**config.mk**
```make
export PLATFORM = sky130hd
export DESIGN_NAME = detector_permanencia_setor
export DESIGN_NICKNAME = d
export VERILOG_FILES = /design/src/rtl/detector_permanencia_setor.sv
export SDC_FILE = /design/constraint.sdc
export NUM_CORES = 1
export LEC_CHECK = 0
export ABC_AREA = 1
export CAP_MARGIN = 5
export CELL_PAD_IN_SITES_DETAIL_PLACEMENT = 0
export CELL_PAD_IN_SITES_GLOBAL_PLACEMENT = 1
export CORE_ASPECT_RATIO = 0.75
export CORE_UTILIZATION = 42
export DETAILED_ROUTE_END_ITERATION = 10
export PLACE_DENSITY = 0.9
export SYNTH_ARGS = -nofsm -noshare
export SYNTH_HDL_FRONTEND = slang
export SYNTH_SLANG_ARGS = --single-unit
```
**constraint.sdc**
```tcl
create_clock -name clock -period 3.35 [get_ports clock]
set_input_delay 0.67 -clock clock [delete_from_list [all_inputs] [get_ports clock]]
set_output_delay 0.67 -clock clock [all_outputs]
set_load 0.005 [all_outputs]
```
**src/rtl/detector_permanencia_setor.sv**
```systemverilog
// Sector dwell detector for the pendulum LED ring.
// An attempt starts on a target sector, waits until the pendulum enters the
// sector's strict window (SEEK). It then requires DWELL_CYCLES consecutive
// cycles inside a hysteresis-widened window (DWELL) to report a hit.
// Every attempt is bounded by TIMEOUT_CYCLES busy cycles.
module detector_permanencia_setor #(
  parameter int TOTAL_RANGE_STEPS16 = 3200,
  parameter int NUM_SETORES         = 11,
  parameter int POS_WIDTH           = 16,
  parameter int DWELL_CYCLES        = 50_000_000,
  parameter int TIMEOUT_CYCLES      = 500_000_000,
  parameter int HYST                = 16,
  localparam int LED_W = (NUM_SETORES > 1) ? $clog2(NUM_SETORES) : 1
) (
  input  logic                        clock,
  input  logic                        reset_n,
  input  logic                        start,
  input  logic                        abort,
  input  logic [LED_W-1:0]            position_led,
  input  logic signed [POS_WIDTH-1:0] current_position,
  output logic                        isInPosition,
  output logic                        busy,
  output logic                        hit,
  output logic                        timeout,
  output logic                        erro_led
);

  localparam int SETOR_SIZE = TOTAL_RANGE_STEPS16 / NUM_SETORES;
  // Bound arithmetic is wide enough that neither the position nor the
  // widened sector edges can wrap.
  localparam int BW_POS = POS_WIDTH + 8;
  localparam int BW_RNG = $clog2(TOTAL_RANGE_STEPS16 + HYST + 1) + 2;
  localparam int BW     = (BW_POS > BW_RNG) ? BW_POS : BW_RNG;
  localparam int DW_W   = $clog2(DWELL_CYCLES + 1);
  localparam int TO_W   = $clog2(TIMEOUT_CYCLES + 1);

  localparam logic signed [BW-1:0] SETOR_S = BW'(SETOR_SIZE);
  localparam logic signed [BW-1:0] HYST_S  = BW'(HYST);

  typedef enum logic [1:0] {IDLE, SEEK, DWELL} state_t;

  state_t                      state;
  logic signed [POS_WIDTH-1:0] pos_q;
  logic signed [BW-1:0]        lo_q;
  logic signed [BW-1:0]        hi_q;
  logic [DW_W-1:0]             dwell_cnt;
  logic [TO_W-1:0]             att_cnt;

  logic signed [BW-1:0] pos_ext;
  logic signed [BW-1:0] led_s;
  logic signed [BW-1:0] lo_new;
  logic signed [BW-1:0] hi_new;
  logic                 led_ok;
  logic                 in_strict_new;
  logic                 in_strict;
  logic                 in_hyst;
  logic [TO_W-1:0]      att_next;
  logic                 dwell_done;
  logic                 timed_out;

  // Sector bounds, window compares and counter terminal conditions.
  assign pos_ext       = {{(BW-POS_WIDTH){pos_q[POS_WIDTH-1]}}, pos_q};
  assign led_s         = BW'(position_led);
  assign lo_new        = led_s * SETOR_S;
  assign hi_new        = lo_new + SETOR_S;
  assign led_ok        = {1'b0, position_led} < (LED_W+1)'(NUM_SETORES);
  assign in_strict_new = (pos_ext >= lo_new) && (pos_ext < hi_new);
  assign in_strict     = (pos_ext >= lo_q) && (pos_ext < hi_q);
  assign in_hyst       = (pos_ext >= lo_q - HYST_S) && (pos_ext < hi_q + HYST_S);
  assign att_next      = att_cnt + TO_W'(1);
  assign dwell_done    = dwell_cnt == DW_W'(DWELL_CYCLES - 1);
  assign timed_out     = att_next == TO_W'(TIMEOUT_CYCLES);

  // Position sample register; every window compare uses this copy.
  always_ff @(posedge clock or negedge reset_n) begin
    // NOTE: state is written with <= so every register samples pre-edge values.
    if (!reset_n) pos_q <= '0;
    else          pos_q <= current_position;
  end

  // Attempt FSM with registered status and one-cycle result pulses.
  always_ff @(posedge clock or negedge reset_n) begin
    if (!reset_n) begin
      state        <= IDLE;
      lo_q         <= '0;
      hi_q         <= '0;
      dwell_cnt    <= '0;
      att_cnt      <= '0;
      isInPosition <= 1'b0;
      busy         <= 1'b0;
      hit          <= 1'b0;
      timeout      <= 1'b0;
      erro_led     <= 1'b0;
    end else begin
      hit      <= 1'b0;
      timeout  <= 1'b0;
      erro_led <= 1'b0;
      case (state)
        IDLE: begin
          busy         <= 1'b0;
          isInPosition <= 1'b0;
          // Abort in IDLE suppresses a simultaneous start entirely.
          if (start && !abort) begin
            if (led_ok) begin
              // The target sector is held as its bounds; the index itself
              // is not needed again during the attempt.
              lo_q         <= lo_new;
              hi_q         <= hi_new;
              dwell_cnt    <= '0;
              att_cnt      <= '0;
              state        <= SEEK;
              busy         <= 1'b1;
              isInPosition <= in_strict_new;
            end else begin
              erro_led <= 1'b1;
            end
          end
        end

        SEEK, DWELL: begin
          att_cnt <= att_next;
          if (abort) begin
            state        <= IDLE;
            busy         <= 1'b0;
            isInPosition <= 1'b0;
          end else if (state == DWELL && in_hyst && dwell_done) begin
            // A hit on the last allowed cycle wins over the timeout.
            state        <= IDLE;
            busy         <= 1'b0;
            isInPosition <= 1'b0;
            hit          <= 1'b1;
          end else if (timed_out) begin
            state        <= IDLE;
            busy         <= 1'b0;
            isInPosition <= 1'b0;
            timeout      <= 1'b1;
          end else begin
            isInPosition <= in_strict;
            if (state == SEEK) begin
              if (in_strict) begin
                state     <= DWELL;
                dwell_cnt <= '0;
              end
            end else if (!in_hyst) begin
              state     <= SEEK;
              dwell_cnt <= '0;
            end else begin
              dwell_cnt <= dwell_cnt + DW_W'(1);
            end
          end
        end

        default: begin
          state        <= IDLE;
          busy         <= 1'b0;
          isInPosition <= 1'b0;
        end
      endcase
    end
  end

endmodule

```
# Yosys cells after proc, flatten, opt, wreduce, memory -nomap -nowiden
# Index checks and enable logic that the tools add are counted.
[op_classes] bitwise_logic=0 n_addsub=5 mux=43 shift=0 div=0 n_lt_le_gt_ge=7 eq_ne=13 n_reduce_logical=14 n_mul=1
[ops] op="2-to-1 mux 26 bit" count=8
[ops] op="2-to-1 mux 29 bit" count=2
[ops] op="case mux 29 bit (2 select lines)" count=1
[ops] op="case mux 26 bit (2 select lines)" count=1
[ops] op="greater-or-equal comparator 16 x 24 -> 1 bit" count=2
[ops] op="less-than comparator 16 x 24 -> 1 bit" count=2
[ops] op="adder 29 x 1 -> 29 bit (second input constant)" count=1
[ops] op="equality test 29 bit (second input constant)" count=1
[ops] op="adder 26 x 1 -> 26 bit (second input constant)" count=1
[ops] op="equality test 26 bit (second input constant)" count=1
[ops] op="adder 24 x 6 -> 24 bit (second input constant)" count=1
[ops] op="subtractor 24 x 6 -> 24 bit (second input constant)" count=1
[ops] op="2-to-1 mux 1 bit" count=20
[ops] op="greater-or-equal comparator 16 x 14 -> 1 bit" count=1
[ops] op="less-than comparator 16 x 15 -> 1 bit" count=1
[ops] op="2-to-1 mux 2 bit" count=8
[ops] op="adder 13 x 9 -> 14 bit (second input constant)" count=1
[ops] op="multiplier 4 x 8 -> 12 bit (second input constant)" count=1
[ops] op="inequality test 6 bit (second input constant)" count=2
[ops] op="inequality test 2 bit (second input constant)" count=5
[ops] op="AND reduction 7 bit" count=1
[ops] op="logical AND 1 bit" count=6
[ops] op="AND reduction 3 bit" count=2
[ops] op="less-than comparator 4 bit (second input constant)" count=1
[ops] op="other kinds (11)" count=12
[totals] out_inout_bits=5 ramBits=0 latch_bits=0 inputBits=24 memories=0 mem_bits_ro=0 regBits=125 wordCells=94

# Longest topological paths before layout
# Gate-level depths: netlist of run 1.
[depth] depth_word=9 ltp_mapped=24 depth_no_buf=23

# Least setup slack after synthesis of run 1
# OpenSTA, ideal clock, no wires.
[synth_timing] path_kind="reg-to-reg" from="reg lo_q[5]" to="reg dwell_cnt[10]" stages_incl_launch_ff=23 arrival_time_ns=3.160 path_slack_ns=0.073 n_path_buf=1 cell_sequence="dfrtp_1 > inv_1 > ha_1 > nand3_1 > nor3_1 > nand2_1 > nor2_1 > ha_1 > ha_1 > nand2_1 > nor2_1 > nand2_1 > nor2_1 > nand2_1 > nand3_1 > nand2_1 > nand3_1 > nand3_1 > o21ai_0 > inv_2 > buf_1 > nand4_1 > nand2_1"
[synth_between] elab_chain_len=9 elab_cells_between_ends=16 cone_classes="add/sub (1); order compare (2); eq/ne (2); mux (6); reduce/logical (5)"
[synth_rtl] item="from (decl)" line_no="44" source="logic signed [BW-1:0] lo_q;"
[synth_rtl] item="from (signal assigned)" line_no="107" source="lo_q <= lo_new;"
[synth_rtl] item="subtractor 24 x 6 -> 24 bit" line_no="69" source="assign in_hyst = (pos_ext >= lo_q - HYST_S) && (pos_ext < hi_q + HYST_S);"
[synth_rtl] item="greater-or-equal comparator 16 x 24 -> 1 bit" line_no="69"
[synth_rtl] item="logical AND 1 bit" line_no="69"
[synth_rtl] item="2-to-1 mux 26 bit" line_no="144" source="end else if (!in_hyst) begin"
[synth_rtl] item="2-to-1 mux 26 bit" line_no="139" source="if (state == SEEK) begin"
[synth_rtl] item="2-to-1 mux 26 bit" line_no="132" source="end else if (timed_out) begin"
[synth_rtl] item="2-to-1 mux 26 bit" line_no="126" source="end else if (state == DWELL && in_hyst && dwell_done) begin"
[synth_rtl] item="2-to-1 mux 26 bit" line_no="122" source="if (abort) begin"
[synth_rtl] item="case mux 26 bit (2 select lines)" line_no="98" source="case (state)"
[synth_rtl] item="to (signal assigned)" line_no="148" source="dwell_cnt <= dwell_cnt + DW_W'(1);"
[synth_rtl] item="to (decl)" line_no="46" source="logic [DW_W-1:0] dwell_cnt;"
# Several ways; a longest one is shown, not always the timed one. The select of a mux whose other input is x is not followed.
# A chain may end at the register's enable or synchronous reset.

# Worst setup path after layout of run 1
[layout_timing] from="reg lo_q[5]" to="reg dwell_cnt[20]"
# The elaborated chain is that of the path after synthesis.

==> flow_summary_export.csv, run 1 <==
group,metric,value,unit
grt,grt-ovfl-total,0,
clock_network,cts_buffers,9,
clock_network,ctsHoldBuffers,0,
timing,clock.fmax,0.306,GHz
floorplan,row_count,43,
power_and_ir_drop,ir_drop,0.402,mV
floorplan,die_h,121,um
timing,period_minus_slack,3260,ps
timing,hold_viol_final,0,
status,outcome,"complete, no violations",
final_layout,regArea,2480,um^2
worst_setup_path,r2r_slack,90,ps
clock_network,tritoncts,"yes",
worst_setup_path,reg2reg_from,"lo_q[5]$_DFFE_PN0P_",
placement,port_buffers,28,
worst_setup_path,cp-startpoint,"lo_q[5]$_DFFE_PN0P_",
power_and_ir_drop,leakage,4.36,nW
synthesis,yosys_warnings,0,
final_layout,drive_gt1_share,13.1,%
final_layout,syn2layout_area_growth,21.5,%
timing,slew_headroom,57.6,%
synthesis,syn-cell-area,7970,um^2
drt,drc,0,
final_layout,antenna_cells,0,
timing,finalClockSkew,9.16,ps
drt,drtPass1Iterations,5,
worst_setup_path,reg2regPathDepth,21,
flow_run,cap_viol_max_count,0,
worst_setup_path,path_max_fanout,6,
final_layout,utilization,52.3,%
drt,postRouteAntennaNets,0,
floorplan,core-area,18500,um^2
worst_setup_path,arrival,3560,ps
placement,postPlaceCellArea,8910,um^2
worst_setup_path,crit_required,3650,ps
worst_setup_path,worst-setup-path-type,"reg -> reg",
placement,hpwl,16.3,mm
floorplan,pin_count,29,
timing,fin_hold_ws,285,ps
drt,vias,7637,
synthesis,yosysTopAreaCell,"dfrtp_1",
final_layout,final_cells,1441,
worst_setup_path,worstSetupEndpoint,"dwell_cnt[20]$_DFFE_PN0P_",
floorplan,fp.dieW,161,um
power_and_ir_drop,pwr_density_cell,524,nW/um^2
clock_network,root_buffer,"clkbuf_16",
drt,avgRoutedWirePerCell,15.3,um
grt,grt_use_total,22.9,%
placement,dp_slack,-207,ps
final_layout,fillCellCount,1797,
worst_setup_path,startpoint_type,"register",
grt,grt_pass1_vias,6798,
drt,vias_per_cell,5.30,
clock_network,clkTransAtPathRegs,70,ps
floorplan,initial_core_util,43.0,%
clock_network,clock_sinks,99,
placement,dp_cells,1416,
clock_network,clock_path_buffers,2,
placement,place_congestion,0.882,
timing,tightest_slew,635,ps
final_layout,multi_input_area,5290,um^2
hold_path,hold_class,"in -> async",
final_layout,nets,1310,
floorplan,die_area,19500,um^2
clock_network,h-tree-depth,3,
synthesis,synth_edf_count,0,
synthesis,syn_inst,1110,
synthesis,synth_seq_cells,99,
synthesis,synth.area.top_cells,"dfrtp_1 31%, ha_1 15%, nand2_1 14%, nor2_1 6.3%, inv_1 6.0%",
synthesis,synth.distinct_cells,38,
synthesis,ys_async_sr_fraction,100,%
timing,finalSetupViolations,0,
worst_setup_path,cp-end-kind,"register",
worst_setup_path,r2r_end,"dwell_cnt[20]$_DFFE_PN0P_",
timing,slew_viol_final,0,
timing,finalWorstSetupSlack,86.5,ps
final_layout,final_area,9680,um^2
synthesis,synth_fp_nets,1231,
grt,grt_max_degree,61,
clock_network,clk_latency,360,ps
drt,drtIter0Drc,613,
synthesis,yosysSeqAreaShare,31.1,%
timing,post-route-period-util,97.4,%
synthesis,synth.top_cell.area_share,31.1,%
synthesis,ys.flop_type,"dfrtp_1",
grt,grt_pass1_wl,35.3,mm
timing,rsz0062_at_grt,"yes",
grt,grt_antenna_before_repair,0,
drt,wl,22.0,mm
synthesis,avgSynthCellArea,7.18,um^2
-- cell families after synthesis --
logic type                 share of synthesized area, %
xor gates and xnor gates                           5.59
adders and majority gates                          15.2
buffers and inverters                              7.34
DFF                                                31.1
AOI/OAI and AO/OA                                  7.56
and+or+nand+nor                                    33.2
-- sequential cells by signal, summed over array words and instances (netlist names) --
name,cells
att_cnt,29
timeout,1
hit,1
state,2
dwell_cnt,26
hi_q,12
pos_q,16
lo_q,9
erro_led,1
busy,1
isInPosition,1
-- worst max-delay path: stages (launching register included) --
cell and delay, ps:
dfrtp_1 400, inv_2 90, ha_4 150, nand3_4 80, nor3_4 210, nand2_2 100, nor2_4 170, ha_4 220
ha_1 270, nand2_1 50, nor2_2 150, buf_4 130, buf_4 90, nand4_1 130, nand3_4 130, nand3_2 90
o21ai_2 170, inv_2 80, nand3_4 160, clkbuf_16 200, nand2_1 50, nand2_1 60
-- cell type report --
class,instances,share of cell area (%)
Clock inverter,7,0.620
Tap cell,247,3.19
Timing Repair Buffer,86,8.48
Multi-Input combinational cell,860,54.6
Sequential cell,99,25.6
Clock buffer,9,2.33
Inverter,133,5.16
-- power breakdown --
part | switching, mW | total (mW) | internal [mW]
Combinational | 1.47 | 2.51 | 1.04
Sequential | 0.174 | 1.51 | 1.34
Clock | 0.527 | 1.04 | 0.517
Total | 2.17 | 5.07 | 2.89
-- worst min-delay path by stage --
stage,startpoint,endpoint,slack [ps],cells after the start
after global routing,reset_n,pos_q[15]$_DFF_PN0_,330,1
after global placement,lo_q[12]$_DFFE_PN0P_,lo_q[12]$_DFFE_PN0P_,460,2
final,reset_n,pos_q[12]$_DFF_PN0_,290,1
after detailed placement,lo_q[12]$_DFFE_PN0P_,lo_q[12]$_DFFE_PN0P_,460,2
after floorplan,reset_n,att_cnt[0]$_DFFE_PN0P_,370,0
after CTS,reset_n,hi_q[9]$_DFFE_PN0P_,310,1
-- cell usage after synthesis, types with 8 or more instances --
master and number:
a21oi_1 32, clkbuf_1 13, dfrtp_1 99, ha_1 97, inv_1 127, nand2_1 297, nand3_1 66, nand4_1 57
nor2_1 133, nor3_1 24, nor4_1 8, o21ai_0 45, o22ai_1 19, xnor2_1 12, xor2_1 37
-- per-stage QoR --
step	total power, mW	TNS, ps
floorplan	2.81	0
detailed placement	3.67	-5140
global placement	3.62	-2970
CTS	4.73	0
global route	5.44	-3040
finish	5.07	0
-- per-layer routing --
metal	track usage, %	vias up	part of all wire [%]	routed length (um)
met5	0	-	0	0
met4	5.37	0	0.88	195
met3	4.34	17	6.5	1440
met2	32.7	240	42	9300
met1	35.1	3543	50	11100
li1	-	3837	-	-
-- layout by cell type (no fill, tap or decap), drive strengths merged --
cell type      synthesis  routed
dfrtp                 99      99
o211ai                 1       1
clkbuf                13      11
nand2                299     299
ha                    97      97
o21ai                 47      47
or3                    1       1
xnor2                 12      12
nor2                 140     140
xor2                  38      38
a21oi                 32      32
o22ai                 19      19
nor4                   8       8
o221ai                 2       2
inv                  131     134
clkinv                 2       3
clkdlybuf4s50          0      27
nor3b                  3       3
o31ai                  1       1
buf                    5      57
nor3                  24      24
clkinvlp               0       3
nand3b                 2       2
nand4                 57      57
a211oi                 6       6
a31oi                  1       1
and2                   1       1
nand3                 68      68
or2                    1       1
-- what timing repair did --
action                                  4_1_cts  5_1_grt
endpoints found under the setup margin       27       32
setup buffers                                 0        9
pin swaps                                     0       39
gates cloned                                  0        2
resized for setup                             5       85
Note: power is estimated with default switching activity, not from simulation.
==> run 2, diff against run 1 <==
Settings changed: ABC_AREA 1 to not set, CORE_UTILIZATION 42 to 45, DONT_BUFFER_PORTS set to 1, PLACE_DENSITY 0.9 to 0.89.
==> run 2 against run 1 <==
The run now ends with setup timing left; combinational power up 3%; total power is 3.0% higher; area after synthesis decreased by 7.4%; largest power group unchanged.
==> flow_summary_export.csv, run 2 <==
group,metric,value,unit
synthesis,synth_seq_cells,99,
timing,clock.fmax,0.281,GHz
synthesis,synthTopCellsByCount,"104 x nand2_1, 99 x dfrtp_1, 97 x ha_1, 68 x o21ai_0",
power_and_ir_drop,pwr_density_cell,617,nW/um^2
timing,post-route-period-util,106,%
synthesis,yosys_warnings,0,
floorplan,initial_core_util,46.0,%
synthesis,synth_fp_nets,961,
worst_setup_path,r2r_slack,-210,ps
worst_setup_path,cp-end-kind,"register",
drt,postRouteAntennaNets,0,
final_layout,antenna_cells,0,
final_layout,final_area,8460,um^2
synthesis,ys.flop_type,"dfrtp_1",
power_and_ir_drop,ir_drop,0.341,mV
flow_run,cap_viol_max_count,0,
worst_setup_path,cp-startpoint,"lo_q[9]$_DFFE_PN0P_",
synthesis,synth.top_cell.area_share,33.6,%
clock_network,cts_buffers,9,
drt,wl,18.4,mm
drt,drc,0,
final_layout,largest_reg_flops,29,
timing,tightest_slew,575,ps
worst_setup_path,reg2regPathDepth,15,
floorplan,core-area,16000,um^2
final_layout,top_register,"att_cnt",
clock_network,root_buffer,"clkbuf_16",
worst_setup_path,path_max_fanout,12,
synthesis,synth_edf_count,0,
timing,rsz0062_at_grt,"yes",
synthesis,syn_inst,840,
synthesis,yosysSeqAreaShare,33.6,%
timing,period_minus_slack,3560,ps
final_layout,final_cell_mix,"104 x nand2_1, 99 x dfrtp_1, 97 x ha_1",
grt,grt_pass1_vias,5974,
placement,postPlaceCellArea,7990,um^2
synthesis,avgSynthCellArea,8.78,um^2
floorplan,die_area,16900,um^2
floorplan,fp.dieW,150,um
grt,grt_use_total,22.9,%
drt,vias_per_cell,5.85,
floorplan,pin_count,29,
drt,avgRoutedWirePerCell,16.8,um
floorplan,die_h,113,um
worst_setup_path,reg2reg_from,"lo_q[9]$_DFFE_PN0P_",
final_layout,final_common_cell,"nand2_1",
placement,place_congestion,0.903,
synthesis,ys_async_sr_fraction,100,%
grt,grt_antenna_before_repair,0,
clock_network,clkTransAtPathRegs,70,ps
synthesis,synth.area.top_cells,"dfrtp_1 34%, ha_1 16%, nand2_1 5.3%, o21ai_0 4.6%, nand3_1 3.4%",
timing,finalClockSkew,9.17,ps
synthesis,synth.distinct_cells,65,
grt,grt_pass1_wl,30.5,mm
drt,drtPass1Iterations,5,
placement,port_buffers,0,
timing,slew_headroom,61.6,%
clock_network,h-tree-depth,3,
clock_network,clock_sinks,99,
timing,finalSetupViolations,30,
power_and_ir_drop,total_power,5.22,mW
placement,hpwl,13.3,mm
synthesis,syn-cell-area,7370,um^2
timing,finalWorstSetupSlack,-207,ps
status,violations,"setup timing",
worst_setup_path,r2r_end,"dwell_cnt[18]$_DFFE_PN0P_",
grt,grt_max_degree,97,
final_layout,syn2layout_area_growth,14.8,%
power_and_ir_drop,leakage,3.76,nW
worst_setup_path,crit_required,3650,ps
final_layout,drive_gt1_share,12.2,%
clock_network,tritoncts,"yes",
timing,hold_viol_final,0,
worst_setup_path,arrival,3850,ps
clock_network,clock_path_buffers,2,
timing,slew_viol_final,0,
final_layout,reg_top3,"att_cnt (29), dwell_cnt (26), pos_q (16)",
synthesis,yosysTopAreaCell,"dfrtp_1",
final_layout,nets,1004,
floorplan,row_count,40,
drt,drtIter0Drc,406,
worst_setup_path,worst-setup-path-type,"reg -> reg",
grt,grt-ovfl-total,0,
status,outcome,"complete, but fails checks",
synthesis,synth.most_common_cell,"nand2_1",
drt,vias,6416,
worst_setup_path,startpoint_type,"register",
hold_path,hold_class,"in -> async",
clock_network,clk_latency,360,ps
run 2: changes by cell type in the layout (fill, tap and decap cells not counted), sizes merged, moves of 21 or more:
cell and delta:
inv -86, o21ai +25, clkdlybuf4s50 -27, nand4 -32, nand2 -195, nor2 -90
o31ai +21, xor2 -33
run 2: cells by family (layout without fill, tap and decap cells):
family          after synthesis  after routing  synth area share, %
fa+ha+maj                    97             97                 16.5
mux                           3              3                0.424
xor+xnor                     33             33                 3.92
compound gates              216            216                 19.2
buf+inv                      78            125                 4.28
flops                        99             99                 33.6
simple gates                314            314                 22.1
run 2: area by class of cell:
| class | count | area (um^2) |
|---|---|---|
| fillers | 1442 | 7550 |
| multi-input cells | 663 | 4730 |
| flip-flops and latches | 99 | 2480 |
| repair buffers | 61 | 517 |
| well taps | 210 | 263 |
| clock buffers | 11 | 243 |
| inverters | 49 | 184 |
| clock inverters | 4 | 51.3 |
run 2: how the worst max path moves through the flow:
stage	slack, ps	depth (start not counted)	endpoint
6_report	-210	15	dwell_cnt[18]$_DFFE_PN0P_
5_1_grt	-380	15	dwell_cnt[2]$_DFFE_PN0P_
4_1_cts	-100	15	dwell_cnt[8]$_DFFE_PN0P_
3_5_place_dp	-270	15	dwell_cnt[8]$_DFFE_PN0P_
3_3_place_gp	-60	17	dwell_cnt[21]$_DFFE_PN0P_
2_1_floorplan	-70	15	dwell_cnt[21]$_DFFE_PN0P_
run 2: where the power goes:
part           internal [mW]  switching [mW]  leakage, nW  total (mW)
combinational           1.08            1.50         2.31        2.58
clock                  0.596           0.473        0.142        1.07
sequential              1.37           0.208         1.31        1.57
total                   3.04            2.18         3.76        5.22
run 2: stage by stage:
step                worst slack, ps  utilization (%)  hold WS, ps  instances  setup TNS [ps]
CTS                            -102             52.1          255       1094           -2020
floorplan                     -68.2                -          374        840            -471
finish                         -207             52.9          224       1097           -4910
detailed placement             -269             49.9          379       1077           -5720
global placement              -63.3             49.9          377       1077            -981
global route                   -381             52.9          259       1097           -9950
run 2: worst max-delay path, stage by stage, from the launching register on:
cell,delay (ps)
dfrtp_1,410
nor4_4,330
nand2_1,150
nor3_2,160
ha_1,270
ha_1,280
nand4_1,160
nor4_4,280
o31ai_2,120
o2111ai_2,150
nand4b_1,210
nand3_2,130
and3b_1,210
o21ai_4,340
buf_12,180
o22a_1,120
run 2: what timing repair did:
item / 4_1_cts / 5_1_grt
setup buffers: 0 / 3
endpoints found under the hold margin: 96 / 0
hold buffers: 2 / 0
gates resized for setup: 7 / 20
setup endpoints to repair: 30 / 30
pin swaps: 3 / 5
run 2: per-layer routing:
layer	share of wire [%]	vias up	wire, um	track usage, %
li1	-	3185	-	-
met2	42	151	7680	32.6
met5	0	-	0	0
met4	1.1	0	195	5.93
met3	5.5	15	1020	4.40
met1	52	3065	9500	35.2
==> run 3, diff against run 2 <==
Settings changed: ABC_CLOCK_PERIOD_IN_PS set to 3350, RECOVER_POWER set to 50.
==> run 3 against run 2 <==
The flow finishes with violations (capacitance limit, slew limit, setup timing); combinational power about the same; worst setup slack is essentially flat; count of clock-buffer cells in the layout stayed put; clock power is essentially flat; non-clock buffer count is the same; die area is the same; sequential power barely moved; critical path type unchanged; highest routed layer unchanged.
==> flow_summary_export.csv, run 3 (same netlist as run 2, synthesis figures left out) <==
group,metric,value,unit
grt,grt_use_total,22.9,%
final_layout,final_area,8440,um^2
final_layout,nets,1004,
flow_run,cap_viol_max_count,1,
final_layout,final_common_cell,"nand2_1",
timing,period_minus_slack,3560,ps
power_and_ir_drop,leakage,3.75,nW
drt,wl,18.4,mm
final_layout,largest_reg_flops,29,
placement,port_buffers,0,
floorplan,fp.dieW,150,um
grt,grt_pass1_vias,5974,
floorplan,row_count,40,
clock_network,clk_latency,360,ps
power_and_ir_drop,ir_drop,0.341,mV
grt,grt-ovfl-total,0,
final_layout,reg_top3,"att_cnt (29), dwell_cnt (26), pos_q (16)",
timing,tightest_slew,2480,ps
floorplan,initial_core_util,46.0,%
timing,finalSetupViolations,30,
grt,grt_antenna_before_repair,0,
drt,drtPass1Iterations,5,
worst_setup_path,path_max_fanout,12,
worst_setup_path,cp-end-kind,"register",
timing,finalClockSkew,9.17,ps
worst_setup_path,startpoint_type,"register",
drt,postRouteAntennaNets,0,
status,violations,"capacitance limit, slew limit, setup timing",
final_layout,syn2layout_area_growth,14.5,%
status,outcome,"complete, but fails checks",
grt,grt_max_degree,97,
drt,drc,0,
drt,avgRoutedWirePerCell,16.8,um
clock_network,clkTransAtPathRegs,70,ps
placement,postPlaceCellArea,7990,um^2
floorplan,pin_count,29,
clock_network,tritoncts,"yes",
final_layout,top_register,"att_cnt",
worst_setup_path,crit_required,3650,ps
final_layout,final_cell_mix,"104 x nand2_1, 99 x dfrtp_1, 97 x ha_1",
grt,grt_pass1_wl,30.5,mm
final_layout,fillCellCount,1445,
placement,place_congestion,0.903,
power_and_ir_drop,pwr_density_cell,618,nW/um^2
clock_network,root_buffer,"clkbuf_16",
hold_path,hold_class,"in -> reg",
drt,vias_per_cell,5.85,
timing,hold_viol_final,0,
worst_setup_path,arrival,3850,ps
timing,slew_headroom,-65.5,%
floorplan,die_h,113,um
clock_network,clock_sinks,99,
drt,vias,6414,
floorplan,die_area,16900,um^2
timing,post-route-period-util,106,%
floorplan,core-area,16000,um^2
clock_network,cts_buffers,9,
placement,hpwl,13.3,mm
drt,drtIter0Drc,406,
final_layout,drive_gt1_share,12.2,%
worst_setup_path,worst-setup-path-type,"reg -> reg",
timing,slew_viol_final,97,
timing,finalWorstSetupSlack,-207,ps
clock_network,h-tree-depth,3,
timing,fin_hold_ws,334,ps
timing,rsz0062_at_grt,"yes",
final_layout,antenna_cells,0,
timing,clock.fmax,0.281,GHz
clock_network,clock_path_buffers,2,
run 3: path summary, 6_finish.rpt:
| check | slack (ps) | to | cells past startpoint | startpoint |
|---|---|---|---|---|
| max in group asynchronous | 820 | hi_q[7]$_DFFE_PN0P_ | 1 | reset_n |
| min | 330 | pos_q[12]$_DFF_PN0_ | 0 | current_position[12] |
| min in group asynchronous | 610 | lo_q[11]$_DFFE_PN0P_ | 1 | reset_n |
| max reg2reg | -210 | dwell_cnt[18]$_DFFE_PN0P_ | 15 | lo_q[9]$_DFFE_PN0P_ |
| max | -210 | dwell_cnt[18]$_DFFE_PN0P_ | 15 | lo_q[9]$_DFFE_PN0P_ |
| min reg2reg | 480 | hi_q[3]$_DFFE_PN0P_ | 2 | hi_q[3]$_DFFE_PN0P_ |
run 3: area by class of cell:
type                            instances  area [um^2]  area share (%)
Tap cell                              210          263            3.11
Timing Repair Buffer                   61          494            5.85
Inverter                               49          184            2.18
Clock buffer                           11          243            2.88
Multi-Input combinational cell        663         4730            56.0
Sequential cell                        99         2480            29.3
Clock inverter                          4         51.3           0.608
run 3: where the power goes:
group | switching [mW] | internal [mW] | total [mW] | leakage (nW)
logic | 1.50 | 1.08 | 2.57 | 2.30
clock network | 0.474 | 0.596 | 1.07 | 0.142
registers | 0.208 | 1.37 | 1.58 | 1.31
run 3: worst max-delay path, stage by stage, from the launching register on:
cell	delay, ps
dfrtp_1	410
nor4_4	330
nand2_1	150
nor3_2	160
ha_1	270
ha_1	280
nand4_1	160
nor4_4	280
o31ai_2	120
o2111ai_2	150
nand4b_1	210
nand3_2	130
and3b_1	210
o21ai_4	340
buf_12	180
o22a_1	120
run 3: per-layer routing:
| layer | global-route usage (%) | vias up | part of all wire [%] |
|---|---|---|---|
| li1 | - | 3184 | - |
| met1 | 35.2 | 3066 | 52 |
| met2 | 32.6 | 149 | 42 |
| met3 | 4.40 | 15 | 5.5 |
| met4 | 5.93 | 0 | 1.1 |
| met5 | 0 | - | 0 |
run 3: per-stage QoR:
stage               setup TNS (ps)  power [mW]  util [%]  std cells  worst slack [ps]
floorplan                     -471        3.20         -        840             -68.2
global placement              -981        3.95      49.9       1077             -63.3
detailed placement           -5720        3.99      49.9       1077              -269
CTS                          -2020        5.15      52.1       1094              -102
global route                 -9950        5.63      52.7       1097              -381
finish                       -4910        5.22      52.7       1097              -207
run 3: repair_timing:
action	in CTS	in global routing
hold endpoints to repair	96	0
endpoints found under the setup margin	30	30
resized for setup	7	20
pin swaps	3	5
hold buffers	2	0
buffers inserted	0	3
